===== src/rtl/pipe_hazard_ctrl.sv =====
// pipe_hazard_ctrl: hazard detection, stall/flush sequencing and forwarding selects for the 5-stage LEGv8 pipeline.
// Optional stall/flush performance counters are built only when HAZ_PERF_CNT_EN is defined.
module pipe_hazard_ctrl #(
   parameter int         CNT_W    = 16,
   parameter logic [4:0] ZERO_REG = 5'd31
) (
   input  logic             clk,
   input  logic             rst,
   input  logic [31:0]      i_dec_inst,
   input  logic             i_dec_valid,
   input  logic             i_br_taken,
   output logic             o_stall,
   output logic             o_flush_if,
   output logic [1:0]       o_fwd_a,
   output logic [1:0]       o_fwd_b,
   output logic [1:0]       o_fwd_dec,
   output logic [CNT_W-1:0] o_stall_cnt,
   output logic [CNT_W-1:0] o_flush_cnt
);

   typedef struct packed {
      logic       valid;
      logic       wr;
      logic       load;
      logic       setflags;
      logic [4:0] rd;
      logic [4:0] rn;
      logic [4:0] rm;
   } stage_t;

   typedef enum logic [1:0] {RUN, HOLD1, HOLD2} state_t;

   localparam logic [1:0] FWD_RF  = 2'b00;
   localparam logic [1:0] FWD_MEM = 2'b01;
   localparam logic [1:0] FWD_WB  = 2'b10;

   stage_t     r_ex, r_mem, r_wb;
   stage_t     w_dec;
   state_t     r_state, w_nextState;
   logic [4:0] w_srcT, w_cmpReg;
   logic       w_isAddi, w_isAdds, w_isSubs, w_isLdur, w_isStur;
   logic       w_isBr, w_isCbz, w_isBl, w_isBlt;
   logic       w_loadUse, w_cmpEx, w_cmpMemLoad, w_flagHaz;
   logic       w_hazard, w_hazLong;

   function automatic logic hit(input stage_t s, input logic [4:0] r);
      return s.valid && s.wr && (r != ZERO_REG) && (s.rd == r);
   endfunction

   assign w_isAddi = (i_dec_inst[31:22] == 10'b1001000100);
   assign w_isAdds = (i_dec_inst[31:21] == 11'b10101011000);
   assign w_isSubs = (i_dec_inst[31:21] == 11'b11101011000);
   assign w_isLdur = (i_dec_inst[31:21] == 11'b11111000010);
   assign w_isStur = (i_dec_inst[31:21] == 11'b11111000000);
   assign w_isBr   = (i_dec_inst[31:21] == 11'b11010110000);
   assign w_isCbz  = (i_dec_inst[31:24] == 8'b10110100);
   assign w_isBl   = (i_dec_inst[31:26] == 6'b100101);
   assign w_isBlt  = (i_dec_inst[31:24] == 8'b01010100) && (i_dec_inst[4:0] == 5'b01011);

   // Unused operand slots hold ZERO_REG so they can never match a producer.
   always_comb begin
      w_dec          = '0;
      w_dec.valid    = 1'b1;
      w_dec.wr       = w_isAddi | w_isAdds | w_isSubs | w_isLdur | w_isBl;
      w_dec.load     = w_isLdur;
      w_dec.setflags = w_isAdds | w_isSubs;
      w_dec.rd       = w_isBl ? 5'd30 : (w_dec.wr ? i_dec_inst[4:0] : ZERO_REG);
      w_dec.rn       = (w_isAddi | w_isAdds | w_isSubs | w_isLdur | w_isStur | w_isBr) ?
                       i_dec_inst[9:5] : ZERO_REG;
      w_dec.rm       = (w_isAdds | w_isSubs) ? i_dec_inst[20:16] :
                       (w_isStur ? i_dec_inst[4:0] : ZERO_REG);
      w_srcT         = (w_isStur | w_isCbz) ? i_dec_inst[4:0] : ZERO_REG;
      w_cmpReg       = w_isCbz ? i_dec_inst[4:0] : (w_isBr ? i_dec_inst[9:5] : ZERO_REG);
   end

   assign w_loadUse    = r_ex.load && (hit(r_ex, w_dec.rn) || hit(r_ex, w_dec.rm) || hit(r_ex, w_srcT));
   assign w_cmpEx      = hit(r_ex, w_cmpReg);
   assign w_cmpMemLoad = hit(r_mem, w_cmpReg) && r_mem.load;
   assign w_flagHaz    = w_isBlt && r_ex.valid && r_ex.setflags;
   assign w_hazard     = i_dec_valid && (w_loadUse || w_cmpEx || w_cmpMemLoad || w_flagHaz);
   assign w_hazLong    = i_dec_valid && w_cmpEx && r_ex.load;

   always_ff @(posedge clk or posedge rst) begin
      if (rst) r_state <= RUN;
      else     r_state <= w_nextState;
   end

   // The registered state counts forced hold cycles still owed after the current stalled cycle.
   always_comb begin
      w_nextState = r_state;
      o_stall     = 1'b0;
      unique case (r_state)
         RUN: begin
            o_stall = w_hazard;
            if (w_hazLong) w_nextState = HOLD1;
         end
         HOLD2: begin
            o_stall     = 1'b1;
            w_nextState = HOLD1;
         end
         HOLD1: begin
            o_stall     = 1'b1;
            w_nextState = RUN;
         end
         default: w_nextState = RUN;
      endcase
   end

   assign o_flush_if = i_br_taken & ~o_stall;

   always_ff @(posedge clk or posedge rst) begin
      if (rst) begin
         r_ex  <= '0;
         r_mem <= '0;
         r_wb  <= '0;
      end else begin
         r_wb  <= r_mem;
         r_mem <= r_ex;
         if (o_stall || !i_dec_valid) r_ex <= '0;
         else                         r_ex <= w_dec;
      end
   end

   // A load still in MEM has no data yet, so the decode compare may only take MEM from ALU producers.
   always_comb begin
      o_fwd_a   = FWD_RF;
      o_fwd_b   = FWD_RF;
      o_fwd_dec = FWD_RF;
      if (hit(r_mem, r_ex.rn))     o_fwd_a = FWD_MEM;
      else if (hit(r_wb, r_ex.rn)) o_fwd_a = FWD_WB;
      if (hit(r_mem, r_ex.rm))     o_fwd_b = FWD_MEM;
      else if (hit(r_wb, r_ex.rm)) o_fwd_b = FWD_WB;
      if (i_dec_valid) begin
         if (hit(r_mem, w_cmpReg) && !r_mem.load) o_fwd_dec = FWD_MEM;
         else if (hit(r_wb, w_cmpReg))            o_fwd_dec = FWD_WB;
      end
   end

`ifdef HAZ_PERF_CNT_EN
   logic [CNT_W-1:0] r_stallCnt, r_flushCnt;

   always_ff @(posedge clk or posedge rst) begin
      if (rst) begin
         r_stallCnt <= '0;
         r_flushCnt <= '0;
      end else begin
         if (o_stall && (r_stallCnt != '1))    r_stallCnt <= r_stallCnt + CNT_W'(1);
         if (o_flush_if && (r_flushCnt != '1)) r_flushCnt <= r_flushCnt + CNT_W'(1);
      end
   end

   assign o_stall_cnt = r_stallCnt;
   assign o_flush_cnt = r_flushCnt;
`else
   assign o_stall_cnt = '0;
   assign o_flush_cnt = '0;
`endif

endmodule

===== config.mk =====
export PLATFORM = sky130hd
export DESIGN_NAME = pipe_hazard_ctrl
export DESIGN_NICKNAME = d
export VERILOG_FILES = /design/src/rtl/pipe_hazard_ctrl.sv
export SDC_FILE = /design/constraint.sdc
export NUM_CORES = 1
export LEC_CHECK = 0
export BUFFER_PORTS_ARGS = -buffer_cell sky130_fd_sc_hd__clkbuf_2
export CAP_MARGIN = 20
export CORE_MARGIN = 2
export CORE_UTILIZATION = 51
export DETAILED_ROUTE_END_ITERATION = 16
export GPL_ROUTABILITY_DRIVEN = 0
export GPL_TIMING_DRIVEN = 0
export MAX_ROUTING_LAYER = met4
export PLACE_DENSITY = 0.85
export SYNTH_ARGS = -nofsm -noshare
export SYNTH_HDL_FRONTEND = slang
export SYNTH_SLANG_ARGS = --single-unit
export TNS_END_PERCENT = 30

===== constraint.sdc =====
create_clock -name clk -period 7.2 [get_ports clk]
set_clock_uncertainty 0.05 [all_clocks]
set_input_delay 2.16 -clock clk [delete_from_list [all_inputs] [get_ports clk]]
set_output_delay 2.16 -clock clk [all_outputs]
set_load 0.01 [all_outputs]

==> summary by stage <==
Global routing
The number of global-route vias before repair is approximately 2,400. The pin count of the biggest net entering global routing is 25. The first global-routing pass estimated around 11,000 um of wire. The initial antenna violation count is 0. The total overflow left after global routing is 0.

The combined global-route utilization of all metal layers is between 20 and 25%.

Timing
The count of pins over their slew limit was 0. The final critical path time including I/O delays and setup is approximately 6.9 ns. The count of endpoints failing setup in the final report is 0. The count of endpoints failing hold in the final timing report is 0.

The share of the clock period used by the worst path is 95.8%. Setup repair after global routing left no endpoint under its margin. The transition at the pin with the smallest max-transition slack is 0.686 ns. Adding up every negative setup slack in the final design gives 0 ns. Headroom to the max-slew limit came out at about 54%. For this run, the top clock speed supported by timing is approximately 150 MHz.

Power and ir drop
Of the total power, the share spent switching nets is ~28%. Registers are responsible for between 40 and 50% of the overall power. For this design the ratio of total power to cell area is roughly 150 mW/mm^2. Across the VDD grid, the largest voltage drop is approximately 71 uV.

Internal power comes to between 300 and 400 uW. The logic gate share of total power is roughly 18%. The leakage dissipation is ~1.4 nW. The clock share of power is around 38%. The net switching component of the power is between 100 and 150 uW.

Outcome
The run finished with clean final reports.

Finish
The post-synthesis to final-layout area growth is 19.1%. The total inserted antenna cells is 0. Measured on the finished design, the core utilization comes to 62.3%. After the last flow step, the layout net total stands at 420. Summing all multi-input logic gate instances after layout gives around 0.0015 sq mm. After routing the design area is about 0.0032 sq mm. The number of fillers in the final layout is about 440. The sequential cell area in the final layout is around 880 sq um. The proportion of layout cells with a drive suffix above 1 is between 20% and 30%.

Clocking
The clock root buffer master is sky130_fd_sc_hd__clkbuf_8. The number of hold-repair buffers added at the cts stage is 0. Counting along the longest clock path gives a buffer depth of 2. The number of CTS-inserted buffers is 5.

Post-CTS timing repair inserted 0 buffers for setup. CTS built an H-tree with a depth of 2. The CTS tree is yes. The CTS sink count is 35. Clock latency on the worst-skew pair, taken at its later pin, is 0.29 ns.

Clock-pin slew was measured on the worst setup and hold paths at about 0.07 ns. The number of instances resized during post-cts repair is 0.

Synthesis
The number of flip-flops and latches in the synthesized netlist is 35. The count of cell types in the netlist is 57. The yosys synthesis warning count is 0. The register area share after synthesis is between 30% and 40%. After synthesis, the share of flip-flops with an asynchronous set or reset is 100%. The synthesized design contains 0 enable-type register cells.

In the synthesized netlist the dominant register cell turns out to be sky130_fd_sc_hd__dfrtp_1. The share of synthesized area in the top cell type comes to 33.0%. The synthesized cell area is roughly 0.0027 sq mm. The cell taking the most area after synthesis is sky130_fd_sc_hd__dfrtp_1.

Ranked by total cell area, the synthesized netlist is headed by sky130_fd_sc_hd__dfrtp_1 (33%), sky130_fd_sc_hd__buf_4 (9.0%), sky130_fd_sc_hd__xnor2_1 (8.6%), sky130_fd_sc_hd__nor2_1 (4.5%), sky130_fd_sc_hd__nor2b_1 (3.3%). After technology mapping, the gate count stands at 313. Dividing the synthesized area by the synthesized cell count gives 8.48 sq um.

Critical path
The data required time at the worst endpoint is 4.99 ns. The standard cell with the maximum stage delay on the critical path is sky130_fd_sc_hd__or4_1. In this design, the stage delay of the slowest critical-path cell is around 0.47 ns. Traced cell by cell, the critical path runs through clkbuf_2, nand2_1, or4_1, clkbuf_1, clkbuf_1, a21boi_0, o22ai_1, and4b_1, a211oi_1, a21boi_0, nand2b_1, clkbuf_2.

The highest net fanout along the worst path is 10. The signal arrival time at the worst endpoint is between 4 and 5 ns. The sort of element at the start of the critical path is a primary input. The kind of capture point of the worst setup path is a primary output. The worst setup path is of the primary input to primary output kind.

The setup check on the worst reg-to-reg path leaves a slack of 4.47 ns.

Min path
The worst min-delay path category is register to register.

Die
The floorplan core area is about 0.005 sq mm. The die outline width is between 70 and 80 um. The row count is 26. The floorplan step set the die height to between 70 and 80 um.

The die area is 0.00580 sq mm. The effective utilization at floorplan is a little over half. The I/O pin count is 76.

Route
In the routed design, unresolved DRC markers number 0. Using the TritonRoute via totals, the vias-per-cell ratio works out to ~5.6. The average wire per cell in the routed design is about 15 um. The detailed router placed around 2,500 vias in this run. The sum of routed wire length over all layers is between 6000 and 7000 um. The post-route antenna net violation count is 0.

The iteration-0 DRC count of the detailed router is roughly 350. The number of iterations in the first detailed-routing pass is 6.

Placement
The half-perimeter wire length after detailed placement is 5260 um. The count of port buffers added during placement is 32. The placed cell area is between 0.003 and 0.004 sq mm.

Run
The number of max-cap violations is 0.
## power by group through the flow
stage / registers (mW) / clock network, mW / logic, mW
floorplan: 0.217 / 0 / 0.0603
detailed placement: 0.221 / 0 / 0.0832
global placement: 0.221 / 0 / 0.0791
CTS: 0.217 / 0.186 / 0.0836
global route: 0.219 / 0.195 / 0.0935
finish: 0.218 / 0.183 / 0.0850
## worst paths after layout
check | from | endpoint | cells after the start
hold reg to reg | r_ex[11] | r_mem[11] | 0
hold / removal | r_ex[11] | r_mem[11] | 0
setup reg to reg | r_ex[10] | r_ex[3] | 9
min in group asynchronous | rst | r_ex[18] | 2
setup / recovery | i_dec_inst[31] | o_stall | 12
max in group asynchronous | rst | r_ex[9] | 3
## cells by family after synthesis
group | share of synthesized area, %
AND/OR/NAND/NOR | 27.1
AO/OA/AOI/OAI | 14.9
XOR/XNOR | 10.9
multiplexers | 0.848
flip-flops | 33.0
other | 0.141
buffers and inverters | 13.2
## per-stage QoR
stage / std cells / hold WS [ns] / setup WS [ns] / power [mW]
5_1_grt: 455 / 0.338 / 0.0848 / 0.507
3_5_place_dp: 447 / 0.317 / 0.385 / 0.304
6_report: 455 / 0.325 / 0.304 / 0.486
2_1_floorplan: 344 / 0.296 / 0.815 / 0.277
3_3_place_gp: 446 / 0.302 / 0.413 / 0.300
4_1_cts: 455 / 0.324 / 0.374 / 0.487
## cell type report
cell class	count	share of cell area, %
clock buffers	5	2.18
plain buffers	44	9.30
multi-input cells	250	48.9
flip-flops and latches	35	27.7
inverters	15	1.78
well taps	70	2.77
clock inverters	3	1.50
repair buffers	33	5.93
## worst max-delay path, delay by kind of cell
| kind | cells | cell delay (ns) |
|---|---|---|
| simple gates | 4 | 0.98 |
| buf+inv | 4 | 0.69 |
| compound gates | 4 | 0.86 |
## routing by layer
metal	track usage, %	wire length [um]
met5	-	0
met4	10.2	195
met3	4.62	635
met2	39.6	3080
met1	31.0	2850
## state kept, by name, summed over array words and instances, names as in the netlist
| register | count |
|---|---|
| r_ex | 19 |
| r_mem | 8 |
| r_state | 1 |
| r_wb | 7 |
## cells in the final DEF, fill, tap and decap left out, types with 6 or more instances in the layout
| cell type | instances |
|---|---|
| sky130_fd_sc_hd__buf_4 | 32 |
| sky130_fd_sc_hd__clkbuf_2 | 32 |
| sky130_fd_sc_hd__nand2_1 | 10 |
| sky130_fd_sc_hd__xor2_1 | 7 |
| sky130_fd_sc_hd__o22ai_1 | 8 |
| sky130_fd_sc_hd__conb_1 | 32 |
| sky130_fd_sc_hd__nor2_1 | 32 |
| sky130_fd_sc_hd__dfrtp_1 | 35 |
| sky130_fd_sc_hd__a21oi_1 | 6 |
| sky130_fd_sc_hd__nand4_1 | 11 |
| sky130_fd_sc_hd__nand3_1 | 12 |
| sky130_fd_sc_hd__clkbuf_1 | 10 |
| sky130_fd_sc_hd__nor2b_1 | 14 |
| sky130_fd_sc_hd__inv_1 | 14 |
| sky130_fd_sc_hd__nor4_1 | 7 |
| sky130_fd_sc_hd__nor3_1 | 15 |
| sky130_fd_sc_hd__xnor2_1 | 26 |
## Yosys cell counts, types with 2 or more instances
cell / n
sky130_fd_sc_hd__nor2_1: 32
sky130_fd_sc_hd__and4_1: 2
sky130_fd_sc_hd__nand2_1: 10
sky130_fd_sc_hd__o22ai_1: 8
sky130_fd_sc_hd__buf_4: 32
sky130_fd_sc_hd__and2_1: 3
sky130_fd_sc_hd__nand3b_1: 3
sky130_fd_sc_hd__or4_1: 2
sky130_fd_sc_hd__o22a_1: 3
sky130_fd_sc_hd__a211oi_1: 2
sky130_fd_sc_hd__a41oi_1: 3
sky130_fd_sc_hd__a21oi_1: 6
sky130_fd_sc_hd__nor2b_1: 14
sky130_fd_sc_hd__o221ai_1: 5
sky130_fd_sc_hd__xor2_1: 7
sky130_fd_sc_hd__o21ai_1: 2
sky130_fd_sc_hd__nor3_1: 15
sky130_fd_sc_hd__clkbuf_1: 10
sky130_fd_sc_hd__nand3_1: 12
sky130_fd_sc_hd__nand4_1: 11
sky130_fd_sc_hd__xnor2_1: 26
sky130_fd_sc_hd__o211ai_1: 2
sky130_fd_sc_hd__nand2b_1: 4
sky130_fd_sc_hd__o21ai_0: 5
sky130_fd_sc_hd__or2_2: 2
sky130_fd_sc_hd__a21boi_0: 3
sky130_fd_sc_hd__nor4_1: 7
sky130_fd_sc_hd__inv_1: 14
sky130_fd_sc_hd__dfrtp_1: 35
sky130_fd_sc_hd__o21a_1: 3
sky130_fd_sc_hd__a2111oi_0: 3
sky130_fd_sc_hd__mux2_1: 2
Power figures use the tool's default switching activity.
